==> config.mk <==
export PLATFORM = sky130hd
export DESIGN_NAME = muldiv_unit
export DESIGN_NICKNAME = d
export VERILOG_FILES = /design/src/rtl/muldiv_unit_pkg.sv /design/src/rtl/muldiv_divider.sv /design/src/rtl/muldiv_unit.sv
export SDC_FILE = /design/constraint.sdc
export NUM_CORES = 2
export LEC_CHECK = 0
export CAP_MARGIN = 25
export CORE_ASPECT_RATIO = 0.6
export CORE_MARGIN = 1.5
export CORE_UTILIZATION = 70
export DETAILED_ROUTE_END_ITERATION = 8
export PLACE_DENSITY = 0.89
export SYNTH_ARGS = -nofsm -noshare
export SYNTH_HDL_FRONTEND = slang
export SYNTH_SLANG_ARGS = --single-unit
==> constraint.sdc <==
create_clock -name clock -period 13.8 [get_ports clock]
set_input_delay 2.76 -clock clock [delete_from_list [all_inputs] [get_ports clock]]
set_output_delay 2.76 -clock clock [all_outputs]
set_load 0.02 [all_outputs]
==> src/rtl/muldiv_unit_pkg.sv <==
// Shared M-extension funct3 codes, FSM state type and op-decoding helpers for muldiv_unit.
package muldiv_unit_pkg;

    localparam logic [2:0] FUNCT3_MUL    = 3'b000;
    localparam logic [2:0] FUNCT3_MULH   = 3'b001;
    localparam logic [2:0] FUNCT3_MULHSU = 3'b010;
    localparam logic [2:0] FUNCT3_MULHU  = 3'b011;
    localparam logic [2:0] FUNCT3_DIV    = 3'b100;
    localparam logic [2:0] FUNCT3_DIVU   = 3'b101;
    localparam logic [2:0] FUNCT3_REM    = 3'b110;
    localparam logic [2:0] FUNCT3_REMU   = 3'b111;

    typedef enum logic [2:0] {
        MD_IDLE,
        MD_MUL,
        MD_DIV,
        MD_FIX,
        MD_DONE
    } md_state_e;

    function automatic logic op_is_div(input logic [2:0] f3);
        return f3[2];
    endfunction

    function automatic logic op_is_rem(input logic [2:0] f3);
        return f3[1];
    endfunction

    // DIV/REM are signed (funct3[0]=0); DIVU/REMU are unsigned.
    function automatic logic op_div_signed(input logic [2:0] f3);
        return f3[2] & ~f3[0];
    endfunction

    function automatic logic op_mul_a_signed(input logic [2:0] f3);
        return (f3 == FUNCT3_MULH) || (f3 == FUNCT3_MULHSU);
    endfunction

    function automatic logic op_mul_b_signed(input logic [2:0] f3);
        return (f3 == FUNCT3_MULH);
    endfunction

endpackage

==> src/rtl/muldiv_divider.sv <==
// Iterative unsigned restoring divider: load, then one quotient bit per step; finish_o marks the last step.
module muldiv_divider #(
    parameter int unsigned XLEN = 32
) (
    input  logic            clk_i,
    input  logic            rst_i,
    input  logic            load_i,
    input  logic            step_i,
    input  logic [XLEN-1:0] dividend_i,
    input  logic [XLEN-1:0] divisor_i,
    output logic            finish_o,
    output logic [XLEN-1:0] quot_o,
    output logic [XLEN-1:0] rem_o
);

    localparam int unsigned CNT_W = $clog2(XLEN);

    logic [XLEN-1:0]  rem_q, quo_q, dvs_q;
    logic [XLEN-1:0]  rem_d, quo_d;
    logic [CNT_W-1:0] cnt_q;
    logic [XLEN:0]    shifted, diff;

    // quot_o/rem_o are the post-step values, so the final bit is usable on the finishing step.
    always_comb begin
        shifted = {rem_q, quo_q[XLEN-1]};
        diff    = shifted - {1'b0, dvs_q};
        if (diff[XLEN]) begin
            rem_d = shifted[XLEN-1:0];
            quo_d = {quo_q[XLEN-2:0], 1'b0};
        end else begin
            rem_d = diff[XLEN-1:0];
            quo_d = {quo_q[XLEN-2:0], 1'b1};
        end
        quot_o   = quo_d;
        rem_o    = rem_d;
        finish_o = step_i && (cnt_q == CNT_W'(XLEN - 1));
    end

    always_ff @(posedge clk_i) begin
        if (rst_i) begin
            rem_q <= '0;
            quo_q <= '0;
            dvs_q <= '0;
            cnt_q <= '0;
        end else if (load_i) begin
            rem_q <= '0;
            quo_q <= dividend_i;
            dvs_q <= divisor_i;
            cnt_q <= '0;
        end else if (step_i) begin
            rem_q <= rem_d;
            quo_q <= quo_d;
            cnt_q <= cnt_q + 1'b1;
        end
    end

endmodule

==> src/rtl/muldiv_unit.sv <==
// Multi-cycle RV32M/RV64M multiply/divide unit with busy/done handshake and kill.
// Optional `MULDIV_DIVREM_FUSE_EN reuses the last completed division's quotient/remainder.
module muldiv_unit
    import muldiv_unit_pkg::*;
#(
    parameter int unsigned XLEN    = 32,
    parameter int unsigned MUL_LAT = 2
) (
    input  logic            clock,
    input  logic            reset,
    input  logic            start,
    input  logic [2:0]      op,
    input  logic [XLEN-1:0] a,
    input  logic [XLEN-1:0] b,
    input  logic            kill,
    output logic            busy,
    output logic            done,
    output logic [XLEN-1:0] result
);

    localparam bit              MUL_FAST = (MUL_LAT == 1);
    localparam int unsigned     CNT_W    = (MUL_LAT > 2) ? $clog2(MUL_LAT) : 1;
    localparam int unsigned     CNT_LAST = (MUL_LAT > 1) ? MUL_LAT - 2 : 0;
    localparam logic [XLEN-1:0] XMIN     = {1'b1, {(XLEN-1){1'b0}}};

    md_state_e        state_q;
    logic [2:0]       op_q;
    logic [XLEN-1:0]  a_q, b_q, result_q;
    logic [CNT_W-1:0] cnt_q;
    logic             busy_q, done_q, qneg_q, rneg_q;

    logic             accept, is_div, sdiv, a_neg, b_neg, b_zero, ovf, fhit, div_load;
    logic [XLEN-1:0]  a_abs, b_abs, spec_res, fres;
    logic [2:0]       m_op;
    logic [XLEN-1:0]  m_a, m_b, mul_res;
    logic [2*XLEN-1:0] mx, my, prod;
    logic             div_last;
    logic [XLEN-1:0]  dq, dr, q_fix, r_fix;

`ifdef MULDIV_DIVREM_FUSE_EN
    logic             fv_q, fs_q;
    logic [XLEN-1:0]  fa_q, fb_q, fq_q, fr_q;
`endif

    always_comb begin
        accept   = start && !busy_q && !kill;
        is_div   = op_is_div(op);
        sdiv     = op_div_signed(op);
        a_neg    = sdiv && a[XLEN-1];
        b_neg    = sdiv && b[XLEN-1];
        a_abs    = a_neg ? -a : a;
        b_abs    = b_neg ? -b : b;
        b_zero   = (b == '0);
        ovf      = sdiv && (a == XMIN) && (b == '1);
        if (b_zero) spec_res = op_is_rem(op) ? a : '1;
        else        spec_res = op_is_rem(op) ? '0 : a;
`ifdef MULDIV_DIVREM_FUSE_EN
        fhit = fv_q && (fa_q == a) && (fb_q == b) && (fs_q == sdiv);
        fres = op_is_rem(op) ? fr_q : fq_q;
`else
        fhit = 1'b0;
        fres = '0;
`endif
        div_load = accept && is_div && !b_zero && !ovf && !fhit;
    end

    // Full-width product mod 2^(2*XLEN) after sign/zero extension covers all four multiply ops.
    always_comb begin
        m_op    = MUL_FAST ? op : op_q;
        m_a     = MUL_FAST ? a  : a_q;
        m_b     = MUL_FAST ? b  : b_q;
        mx      = {{XLEN{op_mul_a_signed(m_op) & m_a[XLEN-1]}}, m_a};
        my      = {{XLEN{op_mul_b_signed(m_op) & m_b[XLEN-1]}}, m_b};
        prod    = mx * my;
        mul_res = (m_op == FUNCT3_MUL) ? prod[XLEN-1:0] : prod[2*XLEN-1:XLEN];
    end

    muldiv_divider #(.XLEN(XLEN)) u_divider (
        .clk_i      (clock),
        .rst_i      (reset),
        .load_i     (div_load),
        .step_i     (state_q == MD_DIV),
        .dividend_i (a_abs),
        .divisor_i  (b_abs),
        .finish_o   (div_last),
        .quot_o     (dq),
        .rem_o      (dr)
    );

    always_comb begin
        q_fix = qneg_q ? -dq : dq;
        r_fix = rneg_q ? -dr : dr;
    end

    always_ff @(posedge clock) begin
        if (reset) begin
            state_q  <= MD_IDLE;
            op_q     <= '0;
            a_q      <= '0;
            b_q      <= '0;
            cnt_q    <= '0;
            busy_q   <= 1'b0;
            done_q   <= 1'b0;
            result_q <= '0;
            qneg_q   <= 1'b0;
            rneg_q   <= 1'b0;
`ifdef MULDIV_DIVREM_FUSE_EN
            fv_q     <= 1'b0;
            fs_q     <= 1'b0;
            fa_q     <= '0;
            fb_q     <= '0;
            fq_q     <= '0;
            fr_q     <= '0;
`endif
        end else if (kill) begin
            state_q <= MD_IDLE;
            busy_q  <= 1'b0;
            done_q  <= 1'b0;
`ifdef MULDIV_DIVREM_FUSE_EN
            fv_q    <= 1'b0;
`endif
        end else begin
            done_q <= 1'b0;
            case (state_q)
                MD_MUL: begin
                    if (cnt_q == CNT_W'(CNT_LAST)) begin
                        result_q <= mul_res;
                        done_q   <= 1'b1;
                        busy_q   <= 1'b0;
                        state_q  <= MD_DONE;
                    end else begin
                        cnt_q <= cnt_q + 1'b1;
                    end
                end
                // Sign fix is applied to the final step's output, so FIX is the division's done cycle.
                MD_DIV: begin
                    if (div_last) begin
                        result_q <= op_q[1] ? r_fix : q_fix;
                        done_q   <= 1'b1;
                        busy_q   <= 1'b0;
                        state_q  <= MD_FIX;
`ifdef MULDIV_DIVREM_FUSE_EN
                        fv_q     <= 1'b1;
                        fs_q     <= op_div_signed(op_q);
                        fa_q     <= a_q;
                        fb_q     <= b_q;
                        fq_q     <= q_fix;
                        fr_q     <= r_fix;
`endif
                    end
                end
                MD_FIX, MD_DONE: state_q <= MD_IDLE;
                default:         state_q <= MD_IDLE;
            endcase

            if (accept) begin
                op_q   <= op;
                a_q    <= a;
                b_q    <= b;
                cnt_q  <= '0;
                qneg_q <= a_neg ^ b_neg;
                rneg_q <= a_neg;
                if (!is_div) begin
                    if (MUL_FAST) begin
                        result_q <= mul_res;
                        done_q   <= 1'b1;
                        busy_q   <= 1'b0;
                        state_q  <= MD_DONE;
                    end else begin
                        busy_q  <= 1'b1;
                        state_q <= MD_MUL;
                    end
                end else if (b_zero || ovf) begin
                    result_q <= spec_res;
                    done_q   <= 1'b1;
                    busy_q   <= 1'b0;
                    state_q  <= MD_DONE;
                end else if (fhit) begin
                    result_q <= fres;
                    done_q   <= 1'b1;
                    busy_q   <= 1'b0;
                    state_q  <= MD_DONE;
                end else begin
                    busy_q  <= 1'b1;
                    state_q <= MD_DIV;
                end
            end
        end
    end

    assign busy   = busy_q;
    assign done   = done_q;
    assign result = result_q;

endmodule
==> results.md <==
* Chip width at 357 um
* Gate Count Post-Synth at 6,289
* Final Skew at 0.0207 ns
* Most frequent cells in the layout: inv_1 (1,224), nand2_1 (1,168), fa_1 (1,126), and2_1 (315), a21oi_1 (287)
* First-pass GRT wire length at 275 mm
* I/O Buffers at 104
* Reg-to-reg critical path startpoint: m_op[0]$_SDFFE_PP0P_
* Post-synth cell types at 96
* Tot Pwr at 2.51 mW
* Area Growth Syn to Fin at 4.22%
* Status: complete, no violations
* Max-slew violation count at 0
* # fillers at 5,189
* Largest net degree at the start of global routing at 89
* Yosys warning total at 0
* Seq/Total Area, Yosys at 7.86%
* Leading area contributor after synthesis: fa_1
* GP Congestion at 1.03
* Antenna-violating nets left at 0
* EDFF count, synth at 0
* CP max FO at 31
* DIE HEIGHT at 216 um
* Fin crit period at 9.65 ns
* GRT Util Overall at 47.4%
* Via count at 45,406
* Worst Hold Class: flip-flop to flip-flop
* Fmax at 104 MHz
* Core footprint at 0.0741 sq mm
* Starting Density at 71.2%
* Antenna violations before repair at 1
* Latest clock arrival within the worst-skew pair at 0.54 ns
* Critical R2R Capture: result[31]$_SDFFE_PP0N_
* Residual DRC count at 0
* Actual slew at the worst max-slew pin at 1.17 ns
* Net Count, Synth at 7,737
* Crit path from: m_op[0]$_SDFFE_PP0P_
* Commonest non-fill, non-tap cell in the layout: inv_1
* I/O pin cnt at 105
* TritonCTS clock tree: yes
* WL/cell at 25.1 um
* Max-slew headroom at 22.2%
* Crit path kind: flip-flop to flip-flop
* Main synth FF type: dfxtp_1
* Finish-stage setup viols at 0
* Mapped cell area at 0.0527 sq mm
* Vias per Instance at 6.37
* Inserted Diodes at 0
* MaxCap Viol Count at 0
* P_leak at 24.8 nW
* Clk slew on worst S/H paths at 0.07 ns
* Drt pass-1 iters at 6
* Setup crit end: result[31]$_SDFFE_PP0N_
* Maximum root-to-sink buffer count at 3
* GR Overflow Total at 0
* Final Net Count at 7,572
* TNS Setup at 0 ns
* Ys async rst share at 0%
* Post-CTS Repair Setup Buffers at 0
* CTS root buffer: clkbuf_16
* Row count at 77
* Tcrit/Tclk final at 69.9%
* TritonCTS Buffers at 20
* Layout cells sized above 1 at 3.39%
* Startpoint types: flip-flop
* Syn Area/Cell at 8.38 sq um
* Setup slack, reg-to-reg at 4.15 ns
* Synth top area cells: fa_1 (43%), inv_1 (8.7%), nand2_1 (8.3%)
* Synth Register Bits at 207
* Reg2Reg Depth at 32
* WP data arrival at 10.08 ns
* Initial DRC Count at 5,570
* Worst endpoint required time at 14.22 ns
* Pwr dens at 45.8 mW/mm^2
* Clock Sinks at 207
* HPWL after detailed placement at 139 mm
* Maximum vdd drop at 80.4 uV
* Worst Setup End Kind: flip-flop
* RSZ-0062 raised after global routing: no
* Total wire length at 179 mm
* Vias in the first global route at 46,958
* H-tree depth at 1
* Die Area at 0.0770 sq mm
* Synth top area share at 42.8%
* Hold_buf cts at 0
* Hold Violations, Final at 0
* CP max stage delay at 0.81 ns
* Post-CTS sizing at 0
* Critical path's slowest cell: fa_1
==> report_power, final <==
group          internal [mW]  switching, mW
logic                  0.377          0.845
registers              0.619         0.0313
clock network          0.362          0.280
total                   1.36           1.16
==> area by class of cell <==
cell class | count | area (sq um) | share of cell area [%]
clock buffers | 29 | 606 | 1.10
clock inverters | 7 | 113 | 0.205
inverters | 1228 | 4610 | 8.39
multi-input cells | 4472 | 42500 | 77.3
flip-flops and latches | 207 | 4160 | 7.56
well taps | 987 | 1230 | 2.25
repair buffers | 195 | 1740 | 3.16
==> state kept, by name, summed over array words and instances, names as in the netlist <==
name             flops
u_divider.cnt_q      5
busy                 1
b_q                 32
a_q                 32
done                 1
qneg_q               1
rneg_q               1
u_divider.dvs_q     32
u_divider.quo_q     32
state_q              3
m_op                 3
u_divider.rem_q     32
result              32
==> cells in the mapped netlist, types with 57 or more instances <==
master,number
a21oi_1,287
a211oi_1,68
ha_1,251
fa_1,1126
xor2_1,85
o21ai_0,117
nor2_1,253
and2_1,317
nor3_1,57
inv_1,1224
clkbuf_1,339
xnor2_1,124
dfxtp_1,207
nand2_1,1169
==> worst min-delay path by stage <==
stage	from	to	slack, ns	cells after the start
2_1_floorplan	u_divider.dvs_q[18]$_SDFFE_PP0P_	u_divider.dvs_q[18]$_SDFFE_PP0P_	0.43	2
3_3_place_gp	u_divider.dvs_q[20]$_SDFFE_PP0P_	u_divider.dvs_q[20]$_SDFFE_PP0P_	0.44	2
3_5_place_dp	b_q[6]$_SDFFE_PP0P_	b_q[6]$_SDFFE_PP0P_	0.45	2
4_1_cts	a_q[26]$_SDFFE_PP0P_	a_q[26]$_SDFFE_PP0P_	0.46	2
5_1_grt	b_q[6]$_SDFFE_PP0P_	b_q[6]$_SDFFE_PP0P_	0.48	2
6_report	a_q[26]$_SDFFE_PP0P_	a_q[26]$_SDFFE_PP0P_	0.46	2
==> routing by layer <==
layer,up-vias,GRT usage [%],part of all wire [%]
li1,18898,-,-
met1,22041,68.4,39
met2,3833,63.0,39
met3,630,21.9,18
met4,4,14.7,4.1
met5,-,0.938,0.062
==> critical path: cells and delay by family, from the launching register on <==
family                   cells  cell delay [ns]
AND/OR/NAND/NOR              5             0.56
AO/OA/AOI/OAI                7             1.58
multiplexers                 1             0.20
flip-flops                   1             0.37
adder cells (fa/ha/maj)      9             5.00
buffers and inverters        9             1.54
XOR/XNOR                     1             0.28
==> logic make-up (layout without fill, tap and decap cells) <==
group           count (synthesis)  in the layout  synth area share (%)
flops                         207            207                  7.86
xor+xnor                      210            210                  3.52
fa+ha+maj                    1377           1377                  48.7
compound gates                803            803                  9.96
buf+inv                      1610           1459                  11.6
mux                            42             42                 0.819
simple gates                 2040           2040                  17.5
==> per-stage QoR <==
stage / hold slack [ns] / cells / worst slack (ns) / utilization (%) / cell area, sq um
final: 0.458 / 7125 / 4.15 / 74.2 / 54900
after global routing: 0.477 / 7125 / 3.54 / 74.2 / 54900
after CTS: 0.457 / 7120 / 4.24 / 74.1 / 54900
after detailed placement: 0.446 / 7084 / 4.31 / 73.1 / 54200
after global placement: 0.440 / 7084 / 4.52 / 73.1 / 54200
after floorplan: 0.432 / 6289 / 5.42 / - / 52700
Power figures use the tool's default switching activity.
